`src/rtl/keypad_scan_ctrl.sv`:
```
// Matrix keypad scanner: strobes columns, synchronizes and snapshots rows per sweep,
// debounces whole-sweep snapshots and hands out one encoded event per press.
module keypad_scan_ctrl #(
    parameter int N_COLUMN       = 4,
    parameter int N_ROW          = 4,
    parameter int SETTLE_CYCLES  = 4,
    parameter int DEBOUNCE_SCANS = 4
) (
    input  logic                                clk,
    input  logic                                rst_n,
    output logic [N_COLUMN-1:0]                 column,
    input  logic [N_ROW-1:0]                    row,
    output logic [$clog2(N_COLUMN*N_ROW)-1:0]   key_code,
    output logic                                key_valid,
    input  logic                                key_ready,
    output logic                                key_held,
    output logic                                overrun
);

    localparam int NK = N_COLUMN * N_ROW;
    localparam int KW = $clog2(NK);
    localparam int CW = (N_COLUMN > 1) ? $clog2(N_COLUMN) : 1;
    localparam int SW = (SETTLE_CYCLES > 1) ? $clog2(SETTLE_CYCLES) : 1;
    localparam int DW = $clog2(DEBOUNCE_SCANS + 1);

    typedef enum logic {ARMED, HELD} state_t;

    logic [CW-1:0]    col_idx;
    logic [SW-1:0]    slot_cnt;
    logic [NK-1:0]    snapshot;
    logic [NK-1:0]    snap_full;
    logic [N_ROW-1:0] row_meta_p0;
    logic [N_ROW-1:0] row_sync_p1;
    logic             last_slot;
    logic             sweep_end;
    logic             vld_p1;
    logic             single_p1;
    logic             multi_p1;
    logic [KW-1:0]    idx_p1;
    state_t           state;
    logic [DW-1:0]    deb_cnt;
    logic [DW-1:0]    deb_next;
    logic             deb_done;
    logic [KW-1:0]    candidate;
    logic             emit;
    logic             xfer;

    // {multi, single, index of highest set bit}
    function automatic logic [KW+1:0] classify(input logic [NK-1:0] s);
        int          n;
        logic [KW-1:0] k;
        n = 0;
        k = '0;
        for (int i = 0; i < NK; i++) begin
            if (s[i]) begin
                n++;
                k = KW'(i);
            end
        end
        return {n > 1, n == 1, k};
    endfunction

    assign last_slot = (slot_cnt == SW'(SETTLE_CYCLES - 1));
    assign sweep_end = last_slot && (col_idx == CW'(N_COLUMN - 1));

    // stage p0/p1: two-flop row synchronizer
    always_ff @(posedge clk) begin
        row_meta_p0 <= row;
        row_sync_p1 <= row_meta_p0;
    end

    // the sweep-end classification must include the column being captured this edge
    always_comb begin
        snap_full = snapshot;
        if (last_slot) snap_full[col_idx*N_ROW +: N_ROW] = row_sync_p1;
    end

    always_ff @(posedge clk or negedge rst_n) begin
        if (!rst_n) begin
            col_idx  <= '0;
            slot_cnt <= '0;
            column   <= N_COLUMN'(1);
            snapshot <= '0;
            vld_p1   <= 1'b0;
        end else begin
            vld_p1 <= sweep_end;
            if (last_slot) begin
                slot_cnt <= '0;
                if (col_idx == CW'(N_COLUMN - 1)) begin
                    col_idx <= '0;
                    column  <= N_COLUMN'(1);
                end else begin
                    col_idx <= col_idx + 1'b1;
                    column  <= column << 1;
                end
            end else begin
                slot_cnt <= slot_cnt + 1'b1;
            end
            if (sweep_end)      snapshot <= '0;
            else if (last_slot) snapshot <= snap_full;
        end
    end

    // stage p1: registered sweep classification
    always_ff @(posedge clk) begin
        if (sweep_end) {multi_p1, single_p1, idx_p1} <= classify(snap_full);
    end

    always_comb begin
        deb_next = '0;
        if (state == ARMED) begin
            if (single_p1) deb_next = (idx_p1 == candidate) ? deb_cnt + 1'b1 : DW'(1);
        end else if (!single_p1 && !multi_p1) begin
            deb_next = deb_cnt + 1'b1;
        end
    end

    assign deb_done = (deb_next == DW'(DEBOUNCE_SCANS));
    assign emit     = vld_p1 && (state == ARMED) && deb_done;
    assign xfer     = key_valid && key_ready;

    always_ff @(posedge clk or negedge rst_n) begin
        if (!rst_n) begin
            state     <= ARMED;
            deb_cnt   <= '0;
            candidate <= '0;
            key_held  <= 1'b0;
            key_valid <= 1'b0;
            key_code  <= '0;
            overrun   <= 1'b0;
        end else begin
            if (vld_p1) begin
                if (deb_done) begin
                    deb_cnt <= '0;
                    if (state == ARMED) begin
                        state     <= HELD;
                        key_held  <= 1'b1;
                        candidate <= idx_p1;
                    end else begin
                        state     <= ARMED;
                        key_held  <= 1'b0;
                        candidate <= '0;
                    end
                end else begin
                    deb_cnt <= deb_next;
                    if (state == ARMED && single_p1) candidate <= idx_p1;
                end
            end
            // an event arriving on the transfer edge replaces the one leaving
            if (emit && (!key_valid || xfer)) begin
                key_code  <= idx_p1;
                key_valid <= 1'b1;
                overrun   <= 1'b0;
            end else if (emit) begin
                overrun <= 1'b1;
            end else if (xfer) begin
                key_valid <= 1'b0;
                overrun   <= 1'b0;
            end
        end
    end

endmodule
```
`config.mk`:
```
export PLATFORM = sky130hd
export DESIGN_NAME = keypad_scan_ctrl
export DESIGN_NICKNAME = d
export VERILOG_FILES = /design/src/rtl/keypad_scan_ctrl.sv
export SDC_FILE = /design/constraint.sdc
export NUM_CORES = 1
export LEC_CHECK = 0
export ABC_AREA = 1
export ABC_CLOCK_PERIOD_IN_PS = 9000
export CAP_MARGIN = 30
export CORE_ASPECT_RATIO = 0.6
export CORE_MARGIN = 2
export CORE_UTILIZATION = 55
export CTS_CLUSTER_DIAMETER = 30
export DETAILED_ROUTE_END_ITERATION = 10
export PLACE_DENSITY_LB_ADDON = 0.08
export REMOVE_ABC_BUFFERS = 1
export SETUP_SLACK_MARGIN = 0.05
export SLEW_MARGIN = 20
export SYNTH_ARGS = -nofsm -noshare
export SYNTH_HDL_FRONTEND = slang
export SYNTH_SLANG_ARGS = --single-unit
```
`constraint.sdc`:
```
create_clock -name clk -period 9 [get_ports clk]
set_input_delay 0.9 -clock clk [delete_from_list [all_inputs] [get_ports clk]]
set_output_delay 0.9 -clock clk [all_outputs]
set_load 0.02 [all_outputs]
```
== After elaboration in Yosys (flattened, before gate mapping) ==
Index checks and enable logic that the tools add are counted.

* Mux-type cells: 67
* Add/subtract/negate cells: 19
* Bitwise gates (word level): 1
* Reductions and logical operators: 21
* Magnitude comparators: 1
* Shift operators: 2
* Eq/ne operators: 6

{| class="wikitable"
|+ Operators with widths
! kind !! number
|-
| 2-to-1 mux 32 bit || 31
|-
| adder 32 x 2 -> 32 bit, second input constant || 15
|-
| 2-to-1 mux 16 bit || 3
|-
| 2-to-1 mux 4 bit || 10
|-
| negator 4 -> 34 bit || 1
|-
| variable shift 4 x 34 -> 16 bit, first input constant || 1
|-
| variable part select 4 x 34 -> 16 bit || 1
|-
| equality test 32 x 2 -> 1 bit, second input constant || 1
|-
| greater-than comparator 32 x 2 -> 1 bit, second input constant || 1
|-
| 2-to-1 mux 3 bit || 9
|-
| bitwise mux 16 bit || 1
|-
| 2-to-1 mux 1 bit || 9
|-
| 2-to-1 mux 2 bit || 4
|-
| OR reduction 8 bit || 1
|-
| logical AND 1 bit || 7
|-
| AND reduction 2 bit || 3
|-
| nonzero test 2 bit || 3
|-
| adder 2 x 1 -> 2 bit, second input constant || 2
|-
| equality test 2 bit, second input constant || 2
|-
| equality test 4 bit || 1
|-
| OR reduction 4 bit || 1
|-
| adder 3 x 1 -> 3 bit, second input constant || 1
|-
| equality test 3 bit, second input constant || 1
|-
| logical NOT 1 bit || 3
|-
| 5 further kinds || 5
|}

* Word-level logic and storage cells: 136
* Output and inout port bits: 11
* Input bits: 7
* Flip-flop bits (word level): 53

== Logic depth before layout (Yosys ltp) ==
* Word-level depth: 52
* Mapped depth: 60
* Gate-level depth less buffers: 59

== Worst setup path before layout ==
No wires, ideal clock.

* Path kind: register -> register
* Start point: register col_idx[0]
* End point: register single_p1 (data pin)
* Buffers on the path: 1
* Cell stages (with the launch flop): 59
* Arrival: 8.417 ns
* Slack: 0.331 ns
* Clock period less this slack: 8.669 ns
* Required time: 8.748 ns
* Setup time: 0.252 ns
* Path through: dfrtp_1 buf_4 inv_1 ha_1 nor2_4 nand2_1 o22ai_1 ha_1 inv_1 nand3_1 nand2_2 inv_1 ha_1 nand2_1 nand2_1 ha_1 nand2_1 nand2_1 [... 23 more ...] nand2_1 nand2_1 ha_1 nand2_1 nand2_1 ha_1 nor2_1 a31oi_1 ha_1 nand4_1 nor2_2 inv_1 nor2_1 nand2_1 nand2_1 nand2_1 nand2_1 nor2_1

* Word-level cells in the longest chain between the ends: 52
* Elaborated cells on any way between the ends: 53
* Classes of those cells: 16 x add/sub; 1 x eq/ne; 2 x shift; 34 x mux

{| class="wikitable"
|+ RTL lines
! what !! line !! text
|-
| start: declaration || 28 || <nowiki>logic [CW-1:0] col_idx;</nowiki>
|-
| start signal: assignment || 93 || <nowiki>col_idx <= col_idx + 1'b1;</nowiki>
|-
| negator 4 -> 34 bit * || 75 || <nowiki>if (last_slot) snap_full[col_idx*N_ROW +: N_ROW] = row_sync_p1;</nowiki>
|-
| variable part select 4 x 34 -> 16 bit or variable shift 4 x 34 -> 16 bit (tied branches) || 75 ||
|-
| bitwise mux 16 bit * || 75 ||
|-
| 2-to-1 mux 16 bit * || 75 ||
|-
| 2-to-1 mux 1 bit || 55 || <nowiki>if (s[i]) begin</nowiki>
|-
| 2-to-1 mux 32 bit || 106 || <nowiki>if (sweep_end) {multi_p1, single_p1, idx_p1} <= classify(snap_full);</nowiki>
|-
| adder 32 x 2 -> 32 bit || 56 || <nowiki>n++;</nowiki>
|-
| 2-to-1 mux 32 bit || 55 ||
|-
| [... 36 more ...] || - ||
|-
| 2-to-1 mux 32 bit || 106 ||
|-
| adder 32 x 2 -> 32 bit || 56 ||
|-
| 2-to-1 mux 32 bit || 55 ||
|-
| 2-to-1 mux 32 bit || 106 ||
|-
| adder 32 x 2 -> 32 bit || 56 ||
|-
| 2-to-1 mux 32 bit * || 55 ||
|-
| 2-to-1 mux 32 bit * || 106 ||
|-
| equality test 32 x 2 -> 1 bit * || 60 || <nowiki>return {n > 1, n == 1, k};</nowiki>
|-
| end signal: assignment || 106 ||
|-
| end: declaration || 37 || <nowiki>logic single_p1;</nowiki>
|}

Every way passes the cells marked *; elsewhere a longest branch is shown, timed or not. The select of a mux whose other input is x is not followed.
A chain may end at the register's enable or synchronous reset.

== Worst setup path in the final report ==
* Start point: register col_idx[0]
* End point: register multi_p1 (data pin)

* Word-level cells in the longest chain between the ends: 52
* Elaborated cells on any way between the ends: 53
* Classes of those cells: 16 x add/sub; 1 x order compare; 2 x shift; 34 x mux

{| class="wikitable"
|+ RTL lines
! what !! line !! text
|-
| negator 4 -> 34 bit * || 75 ||
|-
| variable part select 4 x 34 -> 16 bit or variable shift 4 x 34 -> 16 bit (tied branches) || 75 ||
|-
| bitwise mux 16 bit * || 75 ||
|-
| 2-to-1 mux 16 bit * || 75 ||
|-
| 2-to-1 mux 1 bit || 55 ||
|-
| 2-to-1 mux 32 bit || 106 ||
|-
| adder 32 x 2 -> 32 bit || 56 ||
|-
| 2-to-1 mux 32 bit || 55 ||
|-
| [... 36 more ...] || - ||
|-
| 2-to-1 mux 32 bit || 106 ||
|-
| adder 32 x 2 -> 32 bit || 56 ||
|-
| 2-to-1 mux 32 bit || 55 ||
|-
| 2-to-1 mux 32 bit || 106 ||
|-
| adder 32 x 2 -> 32 bit || 56 ||
|-
| 2-to-1 mux 32 bit * || 55 ||
|-
| 2-to-1 mux 32 bit * || 106 ||
|-
| greater-than comparator 32 x 2 -> 1 bit * || 60 ||
|-
| end signal: assignment || 106 ||
|-
| end: declaration || 38 || <nowiki>logic multi_p1;</nowiki>
|}

Marks and branches as above.

==> results.md <==
- Status: complete, no violations
- Area growth, synth to finish: 17.74%
- Crit path time final: 8.517 ns
- Nets: 694
- Pwr dens: 96.12 mW/mm²
- Buf+Inv Stages, Crit Path: 6
- Clock latency at the later pin of the worst-skew pair: 0.29 ns
- Worst Hold Path Cells: 0
- Hpwl dp: 7.485 mm
- Number of fill cells: 660
- Clock skew: 0.005548 ns
- Post-synthesis instance area: 0.004353 mm²
- Most frequent cells in the layout: nand2_1, inv_1, nand3_1, nor2_1, nand2_2
- Placed cell count: 750
- Final Max Tran Viols: 0
- Slew @ Worst Pin: 0.9936 ns
- Critical path fanouts, max: 4
- Hold WS: 0.3338 ns
- Combinational share of power: 0.049
- Max Cap Viol: 0
- IO Count: 18
- Remaining antenna violation count: 0
- Mapped Cells: 626
- Reg2reg start: col_idx[0]$_DFFE_PN0P_
- Crit path max-delay family: adder cells
- Layout cells sized above 1: 0.2387
- Worst path required time: 9.04 ns
- Switching power: 0.1025 mW
- Clk sinks: 53
- Post-route DRC: 0
- Final std cells w/o fill: 774
- CTS clk-pin slew, worst paths: 0.07 ns
- CTS tree: built
- Syn avg cell area: 6.954 µm²
- Arrival @ worst endpoint: 8.56 ns
- Endpoint class of the critical path: flop
- Setup Total Neg Slack: 0 ns
- Most frequent CP cell: nand2_2
- Min setup slack post-route: 0.4833 ns
- Worst Setup Start Kind: flop
- Core Box Area: 0.007789 mm²
- Worst Hold Launch: row_meta_p0[1]$_DFF_P_
- P_int: 0.3901 mW
- Initial Utilization: 0.5589
- Final Total Pwr: 0.4926 mW
- Ant diodes: 0
- Clock power share: 0.431
- Worst hold endpoint: row_sync_p1[1]$_DFF_P_
- Initial antenna violation count: 0
- Final hold viol count: 0
- Distinct cell type count after synthesis: 38
- Die height: 72.91 µm
- Die width: 118.9 µm
- DR iter-0 viols: 265
- Maximum VDD drop: 0.07367 mV
- CTS root buf: clkbuf_16
- Multi-input gate area: 0.002806 mm²
- Slowest stage cell, crit path: dfrtp_1
- Vias/cell: 5.342
- Hold buffer count at cts: 0
- PortBufs: 17
- Gr usage total: 0.2362
- Max-slew headroom: 0.3376
- Reg2reg path depth: 54
- Routability cong.: 0.8915
- Fmax: 0.1174 GHz
- Part of the cycle the worst path needs: 0.9463
- Max stage delay on crit path: 0.39 ns
- Vias: 4135
- Cts bufs inserted: 5
- Worst R2R End: multi_p1$_DFFE_PP_
- Sw Share: 0.2081
- HP Class: flop to flop
- Crit Path Category: flop to flop
- Post-Place Cell Area: 0.004652 mm²
- Area occupied by registers: 0.001318 mm²
- Pin count of the biggest net entering global routing: 40
- Utilization after layout: 0.6580
- Reg2reg setup slack: 0.48 ns
- Vias in the first global route: 3726
- WL/cell: 13.15 µm
- Seq cells post-synth: 53
- Final setup fails: 0
- H-Tree Depth: 2
- Pre-CTS setup slack: -0.3950 ns
- Site Rows: 25
- Yosys synthesis warning count: 0
- Finished Cell Area: 0.005125 mm²
- Reg power frac: 0.521
- Global-route wire length before repair: 16.93 mm
- Bufs on Longest Clock Path: 2
- Post-synthesis sequential area ratio: 0.3027
- Lkg Pwr: 2.595 nW
- Die Area: 0.008665 mm²
- Drt pass-1 iters: 5
- Most common cell after layout, fill and taps aside: nand2_1
- Congestion Overflow GR: 0
- Final WL: 10.18 mm
worst reg2reg max path: cells and delay by family (launching register included):
family / cells / cell delay, ns
and+or+nand+nor: 29 / 2.74
buffers and inverters: 6 / 0.46
xor gates and xnor gates: 1 / 0.18
adders and majority gates: 15 / 4.09
AOI/OAI and AO/OA: 3 / 0.42
DFF: 1 / 0.39
cells in the mapped netlist (all sizes together):
cell    number  share of area
inv        101          0.087
edfxtp       6          0.041
a21oi        5         0.0057
dfstp        1         0.0060
dfxtp        8          0.037
nand2      197           0.20
nand4        6         0.0086
a31oi        4         0.0057
o21ai       24          0.030
nor3         1         0.0011
or2          5         0.0072
xor2         3         0.0060
clkinv       3         0.0026
a32oi        4         0.0080
o22ai        6         0.0086
nand3       97           0.15
ha          22          0.063
xnor2        5          0.010
nor4         2         0.0029
buf          3         0.0037
dfrtp       38           0.22
nand3b       4         0.0069
nor2        70          0.066
a21boi       1         0.0017
o21a         6          0.010
mux2         4          0.010
kinds of logic (layout without fill, tap and decap cells):
group | Yosys count | after routing | synth area share
adders and majority gates | 22 | 22 | 0.06324
xor gates and xnor gates | 8 | 8 | 0.01610
DFF | 53 | 53 | 0.3027
AOI/OAI and AO/OA | 50 | 50 | 0.07042
buffers and inverters | 107 | 147 | 0.09342
and+or+nand+nor | 382 | 382 | 0.4438
muxes | 4 | 4 | 0.01035
timing repair:
item | in CTS | in global routing
endpoints found under the setup margin | 2 | 2
setup buffers | 7 | 9
pin swaps | 7 | 13
cloned | 0 | 0
gates resized for setup | 9 | 30
sequential cells by signal (all words and copies together) (netlist names), 2 cells and up:
register     flops
candidate        4
col_idx          2
column           4
deb_cnt          3
idx_p1           4
key_code         4
row_meta_p0      4
row_sync_p1      4
slot_cnt         2
snapshot        16
power groups by stage:
stage          Combinational [mW]  Clock, mW  Sequential, mW
2_1_floorplan              0.0141          0           0.259
3_3_place_gp               0.0223          0           0.260
3_5_place_dp               0.0226          0           0.260
4_1_cts                    0.0235      0.214           0.256
5_1_grt                    0.0277      0.221           0.257
6_report                   0.0239      0.212           0.256
layer usage:
metal	up-vias	GRT usage	part of all wire
met5	-	0	0
met2	113	0.3736	0.43
li1	2092	-	-
met3	20	0.02344	0.044
met1	1910	0.3533	0.51
met4	0	0.05159	0.014
final cells by class:
cell class              instances  area share
multi-input cells             466      0.5476
inverters                     104     0.07715
clock inverters                 3    0.008057
flip-flops and latches         53      0.2571
clock buffers                   5     0.02441
well taps                     108     0.02637
repair buffers                 35     0.05933
worst max path at each step:
stage          slack [ns]              startpoint  cells past startpoint                   to
6_report             0.48  col_idx[0]$_DFFE_PN0P_                     54   multi_p1$_DFFE_PP_
5_1_grt             -0.01  col_idx[0]$_DFFE_PN0P_                     58  single_p1$_DFFE_PP_
4_1_cts              0.05  col_idx[1]$_DFFE_PN0P_                     58  single_p1$_DFFE_PP_
3_5_place_dp        -0.40  col_idx[1]$_DFFE_PN0P_                     57  single_p1$_DFFE_PP_
3_3_place_gp         0.16  col_idx[1]$_DFFE_PN0P_                     57  single_p1$_DFFE_PP_
2_1_floorplan        0.29  col_idx[0]$_DFFE_PN0P_                     57  single_p1$_DFFE_PP_
Note: power is estimated with default switching activity, not from simulation.
